## config.mk

```make
export PLATFORM = sky130hd
export DESIGN_NAME = instr_buffer
export DESIGN_NICKNAME = d
export VERILOG_FILES = /design/src/rtl/frontend_pkg.sv /design/src/rtl/ibuf_mem.sv /design/src/rtl/instr_buffer.sv
export SDC_FILE = /design/constraint.sdc
export NUM_CORES = 1
export LEC_CHECK = 0
export ABC_AREA = 1
export BUFFER_PORTS_ARGS = -buffer_cell sky130_fd_sc_hd__buf_2
export CAP_MARGIN = 20
export CORE_MARGIN = 3
export CORE_UTILIZATION = 50
export CTS_CLUSTER_SIZE = 25
export DETAILED_ROUTE_END_ITERATION = 6
export PLACE_DENSITY = 0.68
export SYNTH_ARGS = -nofsm -noshare
export SYNTH_HDL_FRONTEND = slang
export SYNTH_SLANG_ARGS = --single-unit
```

## constraint.sdc

```tcl
create_clock -name clock -period 20 [get_ports clock]
set_clock_uncertainty 0.2 [all_clocks]
set_input_delay 4 -clock clock [delete_from_list [all_inputs] [get_ports clock]]
set_output_delay 4 -clock clock [all_outputs]
set_load 0.05 [all_outputs]
```

## src/rtl/frontend_pkg.sv

```systemverilog
// Shared frontend types and constants for the aligner -> buffer -> decode path.
// Latency: n/a (types, constants and a pure helper function only).
// Backpressure: n/a.
package frontend_pkg;

    localparam int INSTR_W = 32;
    localparam int PC_W    = 64;

    localparam logic [PC_W-1:0] INSTR_STEP = 64'd4;

    // Fetch-group valid masks; 2'b10 is never produced by a legal aligner.
    localparam logic [1:0] ENQ_NONE = 2'b00;
    localparam logic [1:0] ENQ_ONE  = 2'b01;
    localparam logic [1:0] ENQ_TWO  = 2'b11;

    typedef struct packed {
        logic [INSTR_W-1:0] instr;
        logic [PC_W-1:0]    pc;
    } ibuf_entry_t;

    // Number of buffer slots a mask claims; the illegal mask claims none.
    function automatic logic [1:0] mask_slots(input logic [1:0] mask);
        case (mask)
            ENQ_ONE: return 2'd1;
            ENQ_TWO: return 2'd2;
            default: return 2'd0;
        endcase
    endfunction

endpackage

```

## src/rtl/ibuf_mem.sv

```systemverilog
// Instruction buffer storage: DEPTH entries, two write ports, one async read port.
// Latency: writes land at the clock edge; read data is combinational from raddr.
// Backpressure: none here; the owner guarantees write addresses are free slots.
module ibuf_mem
    import frontend_pkg::*;
#(
    parameter int DEPTH = 8,
    parameter int PTR_W = $clog2(DEPTH)
) (
    input  logic             clock,
    input  logic             we0,
    input  logic [PTR_W-1:0] waddr0,
    input  ibuf_entry_t      wdata0,
    input  logic             we1,
    input  logic [PTR_W-1:0] waddr1,
    input  ibuf_entry_t      wdata1,
    input  logic [PTR_W-1:0] raddr,
    output ibuf_entry_t      rdata
);

    ibuf_entry_t mem [DEPTH];

    // Both ports may write in one cycle; the controller always gives them distinct slots.
    always_ff @(posedge clock) begin
        if (we0) mem[waddr0] <= wdata0;
        if (we1) mem[waddr1] <= wdata1;
    end

    assign rdata = mem[raddr];

endmodule

```

## src/rtl/instr_buffer.sv

```systemverilog
// Frontend instruction queue: accepts 0/1/2 instrs per cycle, issues 1 per cycle to decode.
// Latency: an instruction written in cycle N is visible at deq in cycle N+1 (no bypass).
// Backpressure: enq_ready drops when fewer than 2 slots are free; flush drops everything.
module instr_buffer
    import frontend_pkg::*;
#(
    parameter  int DEPTH = 8,
    localparam int PTR_W = $clog2(DEPTH)
) (
    input  logic                 clock,
    input  logic                 reset,
    input  logic                 flush,
    input  logic [2*INSTR_W-1:0] enq_instr,
    input  logic [1:0]           enq_valid,
    input  logic [PC_W-1:0]      enq_pc,
    output logic                 enq_ready,
    output logic                 deq_valid,
    input  logic                 deq_ready,
    output logic [INSTR_W-1:0]   deq_instr,
    output logic [PC_W-1:0]      deq_pc,
    output logic [PTR_W:0]       count
);

    // Ready means at least two free slots, so a 2-wide group always fits whole.
    localparam logic [PTR_W:0] READY_MAX = (PTR_W+1)'(DEPTH - 2);
    localparam logic [PTR_W:0] PTR_ONE   = (PTR_W+1)'(1);

    logic [PTR_W:0] wptr;
    logic [PTR_W:0] rptr;
    logic [PTR_W:0] wptr_p1;
    logic [PTR_W:0] enq_add;
    logic [PTR_W:0] deq_sub;
    logic [1:0]     n_enq;
    logic           not_empty;
    logic           deq_fire;
    ibuf_entry_t    wr_entry0;
    ibuf_entry_t    wr_entry1;
    ibuf_entry_t    rd_entry;

    assign not_empty = (count != '0);
    assign enq_ready = (count <= READY_MAX);
    assign n_enq     = (enq_ready && !flush) ? mask_slots(enq_valid) : 2'd0;
    assign deq_valid = not_empty && !flush;
    assign deq_fire  = deq_valid && deq_ready;

    assign enq_add = {{(PTR_W-1){1'b0}}, n_enq};
    assign deq_sub = {{PTR_W{1'b0}}, deq_fire};
    assign wptr_p1 = wptr + PTR_ONE;

    assign wr_entry0 = '{instr: enq_instr[INSTR_W-1:0],         pc: enq_pc};
    assign wr_entry1 = '{instr: enq_instr[2*INSTR_W-1:INSTR_W], pc: enq_pc + INSTR_STEP};

    ibuf_mem #(
        .DEPTH (DEPTH),
        .PTR_W (PTR_W)
    ) u_mem (
        .clock  (clock),
        .we0    (n_enq != 2'd0),
        .waddr0 (wptr[PTR_W-1:0]),
        .wdata0 (wr_entry0),
        .we1    (n_enq == 2'd2),
        .waddr1 (wptr_p1[PTR_W-1:0]),
        .wdata1 (wr_entry1),
        .raddr  (rptr[PTR_W-1:0]),
        .rdata  (rd_entry)
    );

    // Stale storage is hidden so an empty buffer presents zeros to decode.
    assign deq_instr = not_empty ? rd_entry.instr : '0;
    assign deq_pc    = not_empty ? rd_entry.pc    : '0;

    // Pointer and occupancy update; a redirect flush overrides any same-cycle enq/deq.
    always_ff @(posedge clock or posedge reset) begin
        if (reset) begin
            wptr  <= '0;
            rptr  <= '0;
            count <= '0;
        end else if (flush) begin
            wptr  <= '0;
            rptr  <= '0;
            count <= '0;
        end else begin
            wptr  <= wptr + enq_add;
            rptr  <= rptr + deq_sub;
            count <= count + enq_add - deq_sub;
        end
    end

    // The aligner never emits a lone upper instruction; such a mask is dropped above.
    assert property (@(posedge clock) disable iff (reset) enq_valid != 2'b10);

endmodule

```

==> results of run 1 <==
sequential cells by signal (all words and copies together) (netlist names):
register,flops
u_mem.mem,768
count,4
rptr,3
wptr,3
layer usage:
| metal | vias to the layer above | track usage (%) |
|---|---|---|
| li1 | 15981 | - |
| met1 | 15948 | 38.4 |
| met2 | 1743 | 49.0 |
| met3 | 277 | 4.18 |
| met4 | 6 | 12.7 |
| met5 | - | 0 |
path summary, 6_finish.rpt:
kind / start / endpoint / slack, ps / depth (start not counted)
worst max-delay path: rptr[1] / deq_pc[30] / 11030 / 7
worst min-delay path: rptr[2] / rptr[2] / 350 / 1
worst max register to register: count[2] / u_mem.mem[4][25] / 15160 / 13
worst min register to register: rptr[2] / rptr[2] / 350 / 1
max in group asynchronous: reset / rptr[0] / 16080 / 2
min in group asynchronous: reset / count[3] / 3160 / 2
logic make-up (layout without fill, tap and decap cells):
| kind of cell | Yosys count | after routing |
|---|---|---|
| flops | 778 | 778 |
| other cells | 0 | 3 |
| fa+ha+maj | 14 | 14 |
| simple gates | 2071 | 2071 |
| compound gates | 1261 | 1261 |
| xor+xnor | 42 | 42 |
| buf+inv | 528 | 573 |
layout by cell type (no fill, tap or decap), types with 2 or more instances in the layout:
cell type   netlist  final
a21oi_1           2      2
a31oi_1          97     97
buf_2           175    235
buf_4             9     44
bufinv_16         0      7
clkbuf_1        187     16
clkbuf_16         0     86
clkinv_1          3     26
clkinv_2          0     16
clkinvlp_4        0      2
dfrtp_1          10      8
dfrtp_4           0      2
diode_2           0      3
edfxtp_1        768    768
fa_1              2      2
ha_1             12     12
inv_1           118    116
inv_16            0      2
inv_2            12      6
inv_4             0      6
inv_6             0      7
nand2_1        1262   1261
nand2_2          11     11
nand2_4           1      2
nand3_1          67     66
nand3_4           1      3
nand3b_1          3      3
nand4_1           8      8
nor2_1          696    696
nor2_2           11      8
nor2_4            6      9
o21ai_0         951    943
o21ai_1         110    110
o21ai_4           0      8
o21bai_2          5      5
o22ai_1          96     96
xnor2_1           8      8
xor2_1           31     31
xor2_2            2      2
Yosys cell counts (all sizes together):
library cell  number
nand2           1274
o21ai           1061
edfxtp           768
nor2             714
buf              205
clkbuf           190
inv              130
a31oi             97
o22ai             96
nand3             70
xor2              33
ha                12
dfrtp             10
xnor2              9
nand4              8
o21bai             5
clkinv             3
nand3b             3
a21oi              2
fa                 2
and3               1
or2                1
power by group through the flow:
stage / Combinational (mW) / Clock (mW) / Sequential (mW)
after global routing: 1.53 / 1.64 / 1.89
after detailed placement: 1.42 / 0 / 1.92
final: 1.42 / 1.56 / 1.89
after global placement: 1.41 / 0 / 1.92
after floorplan: 1.01 / 0 / 1.94
after CTS: 1.42 / 1.57 / 1.89
area by class of cell:
cell class / count / area, sq um / area share, %
Antenna cell: 3 / 7.51 / 0.0168
Clock buffer: 102 / 2210 / 4.94
Clock inverter: 57 / 495 / 1.11
Inverter: 133 / 532 / 1.19
Multi-Input combinational cell: 3388 / 15300 / 34.3
Sequential cell: 778 / 23300 / 52.1
Tap cell: 1060 / 1330 / 2.96
Timing Repair Buffer: 281 / 1550 / 3.47
worst max-delay path, cell delays in order (launching register included):
cell and delay (ps):
dfrtp_4 770, inv_6 900, buf_4 890, o21ai_0 220
o22ai_1 170, o21ai_0 100, a31oi_1 630, buf_2 390
stage by stage:
stage	std cells	worst slack [ps]
5_1_grt	5801	10890
3_5_place_dp	5639	11160
6_report	5802	11030
3_3_place_gp	5639	11150
2_1_floorplan	4694	7960
4_1_cts	5798	11120
==> run_results.csv, run 1 <==
group,metric,value,unit
run_status,status,"finished with violations",
run_status,failed_checks,"design-rule violations",
global_route,grtUsageTotal,29.3,%
pwr,power.density,109,nW/um^2
global_route,antenna_found_initial,6,
sta,final.min_clock_period,8970,ps
worst_setup_path,crit_required,15800,ps
clocking,cts_resized,0,
pwr,power.leakage,17.3,nW
global_route,grt_pass1_vias,32307,
placement,io_buffers,235,
routing,drt-met1-wl,49800,microns
synthesis,yosysUniqueCellTypes,37,
clocking,cts_htree_levels,3,
sta,finalMaxSlewViolations,0,
cells_and_area,nets,4816,
cells_and_area,num-fill-cells,7078,
global_route,grt_max_degree,218,
worst_setup_path,worst-path-max-fanout,119,
worst_setup_path,critPathKind,"flip-flop to output port",
pwr,seqPwrFrac,38.7,%
pwr,p_comb_share,29.2,%
sta,rsz0062_at_grt,"false",
routing,route.met2.wl,60400,microns
clocking,clk_pin_slew,60,ps
placement,gp_congestion,0.971,
cells_and_area,final_core_util,55.5,%
clocking,cts-root-buf,"clkbuf_16",
clocking,numClockSinks,778,
synthesis,syn_area,40800,sq um
floorplanning,die_w,292,microns
sta,setup_viol,0,
sta,tns,0,ps
synthesis,syn_inst,4694,
sta,hold_slack,350,ps
synthesis,postSynthNetCount,4842,
routing,vias,33955,
synthesis,synthXorXnorAreaFrac,0.958,%
global_route,grt_overflow,0,
floorplanning,io_pins,236,
synthesis,ys_warn_count,0,
floorplanning,core,80700,sq um
floorplanning,dieArea,85000,sq um
worst_setup_path,arrival,4770,ps
routing,drtIter0Drc,3785,
clocking,postCtsSetupRepairBufs,0,
pwr,total_power,4.87,mW
clocking,clkLatencyLatePin,630,ps
cells_and_area,final_area,44800,sq um
clocking,clockBufferDepth,3,
sta,max_clock_freq,0.112,GHz
routing,ant_nets,0,
clocking,cts_hold_buffers,0,
clocking,cts_tree,"done",
floorplanning,start_util,50.5,%
floorplanning,rows,104,
placement,dpl_cell_area,42000,sq um
sta,fin_crit_sh,44.8,%
cells_and_area,area_delta_synth_final,9.86,%
sta,hold_violations,0,
cells_and_area,drive_above_1_share,9.88,%
synthesis,synth_top_family_by_area,"simple AND/OR/NAND/NOR gates",
pwr,swShare,37.2,%
worst_setup_path,endpoint_kind,"output port",
synthesis,synth_compound_area_share,16.2,%
routing,wl_per_cell,21.8,microns
pwr,internal-power,3.06,mW
synthesis,synth_area_per_cell,8.68,sq um
sta,slew_headroom,19.6,%
synthesis,synthTopCellsByArea,"edfxtp_1 57%, o21ai_0 12%, nand2_1 12%, nor2_1 6.4%, buf_2 2.1%",
synthesis,yosysSeqAreaShare,57.2,%
global_route,grt_pass1_wl,193000,microns
clocking,cts_made_buffers,86,
synthesis,synth_mux_area_share,0,%
worst_setup_path,startpoint_type,"flip-flop",
routing,routed.top_layer,"met5",
pwr,pwr-share-clk,32.0,%
synthesis,synthAdderAreaFrac,0.467,%
routing,viasPerCell,5.85,
synthesis,synth_top_cell_area_share,56.6,%
sta,tightest_slew,1210,ps
routing,wl_met3,11400,microns
floorplanning,die_height,292,microns
pwr,switchingPower,1.81,mW
synthesis,yosys.area_share.simple,19.7,%
synthesis,synth_seq_cells,778,
routing,drcViolationCount,2,
pwr,vdd_ir_drop_max,84.7,uV
synthesis,synth_top_area_cell,"edfxtp_1",
routing,drt-total-wl,127000,microns
job,cap_violations,0,
worst_hold_path,hold_path_class,"flip-flop to flip-flop",
routing,first_pass_iters,7,
placement,hpwlAfterDp,72000,microns
(Power assumes the default switching activity.)
==> inputs of run 2 (changes only) <==
==> constraint.sdc (replaced) <==
create_clock -name clock -period 8.4 [get_ports clock]
set_clock_uncertainty 0.2 [all_clocks]
set_input_delay 1.68 -clock clock [delete_from_list [all_inputs] [get_ports clock]]
set_output_delay 1.68 -clock clock [all_outputs]
set_load 0.05 [all_outputs]
==> run 2 against run 1 <==
Effect of this change: the run now ends clean; setup slack got worse by 8700 ps; first-iteration DRC count rose by 0.13%; clock power rose by 140%; sequential cell count did not move; critical path depth did not move; final cell count barely moved; sequential share of layout area fell by 0.15 points; final area rose by 0.30%; highest routed layer unchanged.
==> run_results.csv, run 2 (same netlist as run 1, synthesis figures left out) <==
group,metric,value,unit
sta,fin_crit_sh,72.8,%
worst_hold_path,hold_path_class,"flip-flop to flip-flop",
clocking,cts_made_buffers,86,
cells_and_area,num-fill-cells,7166,
routing,drt-total-wl,130000,microns
worst_hold_path,hold_start,"rptr[2]",
routing,drtIter0Drc,3790,
routing,first_pass_iters,6,
sta,tns,0,ps
worst_hold_path,min_path_cells,1,
pwr,power.density,260,nW/um^2
sta,hold_slack,369,ps
floorplanning,rows,104,
sta,tightest_slew,1150,ps
worst_setup_path,reg2reg_from,"wptr[0]",
floorplanning,io_pins,236,
cells_and_area,mostFrequentLayoutCells,"1261 x nand2_1, 943 x o21ai_0, 768 x edfxtp_1",
clocking,cts_resized,0,
sta,final.min_clock_period,6110,ps
floorplanning,core,80700,sq um
placement,hpwlAfterDp,71400,microns
run_status,status,"complete, no violations",
floorplanning,die_height,292,microns
placement,io_buffers,235,
cells_and_area,top_register,"u_mem.mem",
clocking,clk_pin_slew,60,ps
floorplanning,start_util,50.5,%
sta,max_clock_freq,0.164,GHz
floorplanning,dieArea,85000,sq um
routing,ant_nets,0,
clocking,clockBufferDepth,3,
global_route,grt_max_degree,185,
sta,slew_headroom,23.2,%
sta,hold_violations,0,
worst_setup_path,critPathKind,"flip-flop to output port",
global_route,grt_pass1_wl,196000,microns
global_route,grt_pass1_vias,32113,
cells_and_area,final_common_cell,"nand2_1",
clocking,postCtsSetupRepairBufs,0,
pwr,p_comb_share,29.1,%
cells_and_area,largest_register_ffs,768,
cells_and_area,top_regs,"u_mem.mem (768), count (4)",
worst_setup_path,r2r_end,"u_mem.mem[7][94]",
clocking,numClockSinks,778,
global_route,grt_overflow,0,
cells_and_area,area_delta_synth_final,10.2,%
sta,finalMaxSlewViolations,0,
clocking,cts_hold_buffers,0,
routing,viasPerCell,5.90,
pwr,switchingPower,4.29,mW
pwr,internal-power,7.38,mW
cells_and_area,drive_above_1_share,9.78,%
worst_setup_path,reg2reg_depth,10,
cells_and_area,regArea,23300,sq um
cells_and_area,final_core_util,55.7,%
global_route,antenna_found_initial,12,
routing,vias,34221,
pwr,seqPwrFrac,38.6,%
clocking,clkLatencyLatePin,630,ps
floorplanning,die_w,292,microns
routing,wl_per_cell,22.4,microns
worst_setup_path,rrSetupSlack,3820,ps
worst_hold_path,min_to,"rptr[2]",
placement,gp_congestion,0.983,
worst_setup_path,endpoint_kind,"output port",
sta,setup_viol,0,
clocking,cts_htree_levels,3,
worst_setup_path,arrival,4230,ps
worst_setup_path,worst-path-max-fanout,167,
worst_setup_path,crit_required,6520,ps
worst_setup_path,startpoint_type,"flip-flop",
sta,rsz0062_at_grt,"false",
pwr,vdd_ir_drop_max,225,uV
cells_and_area,multi_input_comb_area,15300,sq um
pwr,total_power,11.7,mW
pwr,power.leakage,17.3,nW
cells_and_area,nets,4814,
clocking,cts-root-buf,"clkbuf_16",
job,cap_violations,0,
pwr,pwr-share-clk,32.2,%
global_route,grtUsageTotal,29.9,%
routing,drcViolationCount,0,
clocking,cts_tree,"done",
pwr,swShare,36.8,%
run 2: worst max path at each step:
stage / endpoint / startpoint / cells after the start
after floorplan: u_mem.mem[4][0] / flush / 5
after global placement: u_mem.mem[7][12] / flush / 10
after detailed placement: u_mem.mem[7][8] / flush / 10
after CTS: deq_instr[10] / rptr[1] / 7
after global routing: deq_pc[24] / rptr[0] / 7
final: deq_pc[24] / rptr[0] / 7
run 2: power groups by stage:
stage | sequential (mW) | combinational, mW | clock (mW)
6_report | 4.51 | 3.40 | 3.76
5_1_grt | 4.52 | 3.64 | 3.95
4_1_cts | 4.51 | 3.39 | 3.79
3_5_place_dp | 4.59 | 3.38 | 0
3_3_place_gp | 4.59 | 3.35 | 0
2_1_floorplan | 4.62 | 2.39 | 0
run 2: metal layers:
metal / GRT usage, % / share of wire [%]
met5: 0 / 0.022
met4: 11.6 / 3.2
met3: 4.23 / 9.0
met2: 49.9 / 48
met1: 39.7 / 39
run 2: worst max-delay path, cell delays in order (launching register included):
cell,delay (ps)
dfrtp_4,730
inv_8,780
buf_4,570
o21ai_0,150
o22ai_1,160
o21ai_0,100
a31oi_1,530
buf_2,380
run 2: through the flow:
step | setup WS (ps) | std cells | cell area, sq um
2_1_floorplan | -1320 | 4694 | 40800
3_3_place_gp | 2950 | 5636 | 42100
3_5_place_dp | 2860 | 5637 | 42100
4_1_cts | 2340 | 5793 | 44900
5_1_grt | 2150 | 5802 | 44900
6_report | 2290 | 5803 | 44900
run 2: layout make-up:
| cell class | count | area share, % |
|---|---|---|
| tap | 1060 | 2.95 |
| sequential | 778 | 51.9 |
| clock inverter | 51 | 1.01 |
| timing repair buffer | 279 | 3.60 |
| inverter | 133 | 1.18 |
| antenna | 9 | 0.0501 |
| multi-input combinational | 3388 | 34.2 |
| clock buffer | 105 | 5.14 |
